[config.mk]
export PLATFORM = sky130hd
export DESIGN_NAME = hazard_unit
export DESIGN_NICKNAME = d
export VERILOG_FILES = /design/src/rtl/hazard_unit.sv
export SDC_FILE = /design/constraint.sdc
export NUM_CORES = 1
export LEC_CHECK = 0
export ABC_AREA = 0
export CAP_MARGIN = 20
export CORE_MARGIN = 2
export CORE_UTILIZATION = 30
export CTS_CLUSTER_DIAMETER = 60
export CTS_CLUSTER_SIZE = 30
export DETAILED_ROUTE_END_ITERATION = 16
export DONT_BUFFER_PORTS = 1
export HOLD_SLACK_MARGIN = 0.1
export SLEW_MARGIN = 10
export SYNTH_ARGS = -nofsm -noshare
export SYNTH_HDL_FRONTEND = slang
export SYNTH_SLANG_ARGS = --single-unit
[constraint.sdc]
create_clock -name clk -period 3.4 [get_ports clk]
set_input_delay 0.85 -clock clk [delete_from_list [all_inputs] [get_ports clk]]
set_output_delay 0.85 -clock clk [all_outputs]
set_load 0.01 [all_outputs]
[src/rtl/hazard_unit.sv]
// Pipeline hazard controller: load-use stalls, redirect flushes and
// memory-wait freezes for a five-stage in-order pipeline.
//
// Ports:
//   clk, rst                 clock, asynchronous active-low reset
//   id_rs_addr, id_rt_addr   source registers of the decode instruction
//   id_uses_rt               decode instruction reads rt
//   ex_mem_read, ex_rt_addr  load in D/X and its destination register
//   ex_redirect              taken branch/jump resolved in execute
//   mem_busy                 data memory not ready, freeze everything
//   pc_write, fd_write       PC and F/D register enables
//   fd_flush                 F/D loads a no-op
//   dx_write, dx_bubble      D/X enable and bubble insert
//   stall_count              saturating count of cycles with pc_write=0
module hazard_unit (
    input  logic        clk,
    input  logic        rst,
    input  logic [4:0]  id_rs_addr,
    input  logic [4:0]  id_rt_addr,
    input  logic        id_uses_rt,
    input  logic        ex_mem_read,
    input  logic [4:0]  ex_rt_addr,
    input  logic        ex_redirect,
    input  logic        mem_busy,
    output logic        pc_write,
    output logic        fd_write,
    output logic        fd_flush,
    output logic        dx_write,
    output logic        dx_bubble,
    output logic [15:0] stall_count
);

    typedef enum logic [1:0] {
        RUN      = 2'd0,
        MEM_WAIT = 2'd1,
        FLUSH    = 2'd2
    } state_t;

    state_t      state_q;
    state_t      state_d;
    logic [15:0] stall_count_q;
    logic [15:0] stall_count_d;
    logic        load_use;
    logic        rs_hit;
    logic        rt_hit;

    // $zero is never a real dependency, so a load into r0 never stalls.
    assign rs_hit   = (ex_rt_addr == id_rs_addr);
    assign rt_hit   = id_uses_rt && (ex_rt_addr == id_rt_addr);
    assign load_use = ex_mem_read && (ex_rt_addr != 5'd0)
                      && (rs_hit || rt_hit);

    always_comb begin
        pc_write  = 1'b1;
        fd_write  = 1'b1;
        fd_flush  = 1'b0;
        dx_write  = 1'b1;
        dx_bubble = 1'b0;
        state_d   = RUN;
        if (!rst) begin
            // Hold fetch and stream bubbles into the pipeline.
            pc_write  = 1'b0;
            fd_write  = 1'b0;
            fd_flush  = 1'b1;
            dx_bubble = 1'b1;
        end else if (mem_busy) begin
            pc_write = 1'b0;
            fd_write = 1'b0;
            dx_write = 1'b0;
            state_d  = MEM_WAIT;
        end else if (ex_redirect) begin
            fd_flush  = 1'b1;
            dx_bubble = 1'b1;
            state_d   = FLUSH;
        end else if (state_q == FLUSH) begin
            // Decode holds a flushed no-op; any apparent load-use is stale.
            state_d = RUN;
        end else if (load_use) begin
            // D/X takes the bubble, so next cycle the hazard is gone.
            pc_write  = 1'b0;
            fd_write  = 1'b0;
            dx_bubble = 1'b1;
        end
    end

    always_comb begin
        stall_count_d = stall_count_q;
        if (!pc_write && (stall_count_q != 16'hFFFF)) begin
            stall_count_d = stall_count_q + 16'd1;
        end
    end

    always_ff @(posedge clk or negedge rst) begin
        if (!rst) begin
            state_q       <= RUN;
            stall_count_q <= 16'd0;
        end else begin
            state_q       <= state_d;
            stall_count_q <= stall_count_d;
        end
    end

    assign stall_count = stall_count_q;

endmodule

==> impl_metrics.env <==
export IMPL_clock_tree_htree_level_count=1
export IMPL_post_cts_resized_instances=0
export IMPL_die_y_um=62.1
export IMPL_crit_fanout=4
export IMPL_vias_in_the_first_global_route=812
export IMPL_mostFrequentLayoutCell="sky130_fd_sc_hd__xnor2_1"
export IMPL_finalPower_uw=604
export IMPL_placeableCoreArea_sq_um=3280
export IMPL_endpoint_type_of_the_worst_setup_path="primary output"
export IMPL_chipWidth_um=62.1
export IMPL_final_util_pct=33.1
export IMPL_holdWs_ns=0.238
export IMPL_status="finished clean"
export IMPL_final_layout_size_suffix_gt1_share_pct=10.1
export IMPL_tritoncts="built"
export IMPL_hold_violations=0
export IMPL_post_synth_num_cell_types=26
export IMPL_avg_cell_area_syn_sq_um=10.4
export IMPL_max_cap_violations=0
export IMPL_max_slew_margin_rel_pct=69.7
export IMPL_clkTransAtPathRegs_ns=0.10
export IMPL_power_per_cell_area_nw_per_um2=555
export IMPL_worst_endpoint_arrival_ns=2.09
export IMPL_final_antenna_net_count=0
export IMPL_route_detailed_vias_per_inst=4.87
export IMPL_setup_viol=0
export IMPL_r2r_setup_slack_ns=1.35
export IMPL_start_util_pct=30.9
export IMPL_dp_hpwl_um=1630
export IMPL_insertion_delay_ns=0.29
export IMPL_dr_first_iter_drc_count=12
export IMPL_die_outline_area_sq_um=3860
export IMPL_finalInstanceArea_sq_um=1090
export IMPL_worstMarginPinSlew_ns=0.453
export IMPL_placedInstanceArea_sq_um=1050
export IMPL_fin_setup_tns_ns=0
export IMPL_grt_overflow_total=0
export IMPL_cts_root_buf="sky130_fd_sc_hd__clkbuf_4"
export IMPL_drt_first_pass_iters=4
export IMPL_detail_route_wirelength_um=2050
export IMPL_cp_endpoint="fd_write"
export IMPL_synth_nets=119
export IMPL_syn_inst_count=97
export IMPL_cp_slowest_stage_delay_ns=0.52
export IMPL_fp_row_count=21
export IMPL_synth_yosys_warnings=0
export IMPL_clockBufferDepth=2
export IMPL_fmaxAchievable_mhz=341
export IMPL_leakagePower_nw=0.438
export IMPL_portBuffers=0
export IMPL_worst_r2r_dst="stall_count[4]$_DFFE_PN0P_"
export IMPL_timing_final_max_slew_violations=0
export IMPL_tritoncts_num_buffers=3
export IMPL_initial_antenna_violation_count=0
export IMPL_pin_count_of_the_biggest_net_entering_global_routing=22
export IMPL_routed_via_count=706
export IMPL_worst_path_max_delay_cell="sky130_fd_sc_hd__or4_4"
export IMPL_startpoint_type="primary input"
export IMPL_drc=0
export IMPL_hold_path_class="primary input to async pin"
export IMPL_reg2regPathDepth=6
export IMPL_flow_area_growth_from_synthesis_pct=7.41
export IMPL_final_nets=122
export IMPL_routabilityCongestion=0.697
export IMPL_postCtsSetupRepairBufs=0
export IMPL_crit_type="primary input to primary output"
export IMPL_global_route_usage_total_pct=11.4
export IMPL_num_io_pins=42
export IMPL_clock_skew_ns=0.00111
export IMPL_peakVddDrop_uv=339
export IMPL_timing_critical_path_required_ns=2.55
export IMPL_most_common_layout_cells="22 x sky130_fd_sc_hd__xnor2_1, 18 x sky130_fd_sc_hd__dfrtp_1, 9 x sky130_fd_sc_hd__nand2_1"
export IMPL_hold_buffers=0
export IMPL_grt_first_pass_wirelength_um=3680
export IMPL_ys_seq_area_share_pct=44.4
export IMPL_setup_repair_after_global_routing_missed_its_margin="false"
export IMPL_rr_startpoint="stall_count[7]$_DFFE_PN0P_"
export IMPL_ys_ff_latch=18
export IMPL_numClockSinks=18
export IMPL_finalWorstPathRequiredPeriod_ns=2.94
export IMPL_cells_along_the_critical_path="or4_4, o221ai_2, nor2_2, a211oi_4"
export IMPL_critical_path_startpoint="ex_rt_addr[0]"
export IMPL_synth_cell_area_sq_um=1010
export IMPL_diodes=0
export IMPL_detail_route_wl_per_cell_um=14.1
export IMPL_layout_worst_path_cycle_share_pct=86.3
routing by layer:
| layer | up-vias | routed length [um] | track usage, % |
|---|---|---|---|
| li1 | 333 | - | - |
| met4 | 0 | 17 | 3.33 |
| met5 | - | 0 | 0 |
| met1 | 336 | 839 | 12.9 |
| met2 | 35 | 989 | 20.4 |
| met3 | 2 | 203 | 3.80 |
power by group:
group	leakage, nW	internal (mW)	switching, mW
Sequential	0.231	0.262	0.0915
Clock	0.0210	0.0653	0.0653
Combinational	0.185	0.0685	0.0516
Total	0.438	0.395	0.208
cell families after synthesis:
group,after synthesis,synth area share (%)
DFF,18,44.4
muxes,1,1.11
buffers and inverters,5,2.96
and+or+nand+nor,42,22.1
adders and majority gates,1,1.23
xor gates and xnor gates,24,20.7
AOI/OAI and AO/OA,6,7.41
critical path: cells and delay by family:
family,cells,cell delay [ns]
AOI/OAI and AO/OA,2,0.64
and+or+nand+nor,2,0.59
synthesized netlist by cell type:
cell                        n  area share [%]
sky130_fd_sc_hd__a211oi_4   1             2.0
sky130_fd_sc_hd__a21oi_1    1            0.49
sky130_fd_sc_hd__a31oi_4    1             2.1
sky130_fd_sc_hd__and2_1     1            0.62
sky130_fd_sc_hd__and3_1     6             3.7
sky130_fd_sc_hd__and4_1     1            0.86
sky130_fd_sc_hd__buf_4      1            0.74
sky130_fd_sc_hd__buf_6      1             1.1
sky130_fd_sc_hd__dfrtp_1   18              44
sky130_fd_sc_hd__ha_1       1             1.2
sky130_fd_sc_hd__inv_1      3             1.1
sky130_fd_sc_hd__mux2_2     1             1.1
sky130_fd_sc_hd__nand2_1    9             3.3
sky130_fd_sc_hd__nand2b_1   2             1.2
sky130_fd_sc_hd__nand3_1    8             4.0
sky130_fd_sc_hd__nand4_1    5             3.1
sky130_fd_sc_hd__nor2_1     6             2.2
sky130_fd_sc_hd__nor2_2     1            0.62
sky130_fd_sc_hd__nor2b_1    1            0.62
sky130_fd_sc_hd__o21bai_1   1            0.74
sky130_fd_sc_hd__o221ai_2   1             1.5
sky130_fd_sc_hd__o22ai_1    1            0.62
sky130_fd_sc_hd__or2b_1     1            0.74
sky130_fd_sc_hd__or4_4      1             1.1
sky130_fd_sc_hd__xnor2_1   22              19
sky130_fd_sc_hd__xor2_1     2             1.7
layout make-up:
type | count | area, sq um
Fill cell | 357 | 2200
Multi-Input combinational cell | 74 | 533
Sequential cell | 18 | 450
Tap cell | 46 | 57.6
Clock buffer | 4 | 36.3
Inverter | 3 | 11.3
registers in the layout (all words and copies together), names as in the netlist:
| register | cells |
|---|---|
| stall_count | 16 |
| state_q | 2 |
stage by stage:
stage / cells / setup slack, ns
3_3_place_gp: 141 / 0.472
3_5_place_dp: 141 / 0.442
6_report: 145 / 0.465
2_1_floorplan: 97 / 0.384
5_1_grt: 145 / 0.412
4_1_cts: 145 / 0.452
worst min path at each step:
| stage | endpoint | slack [ns] | cells past startpoint |
|---|---|---|---|
| after floorplan | stall_count[15]$_DFFE_PN0P_ | 0.51 | 1 |
| after global placement | stall_count[15]$_DFFE_PN0P_ | 0.54 | 1 |
| after detailed placement | stall_count[9]$_DFFE_PN0P_ | 0.55 | 1 |
| after CTS | stall_count[9]$_DFFE_PN0P_ | 0.23 | 0 |
| after global routing | stall_count[7]$_DFFE_PN0P_ | 0.22 | 0 |
| final | stall_count[7]$_DFFE_PN0P_ | 0.24 | 0 |
Note: power is estimated with default switching activity, not from simulation.
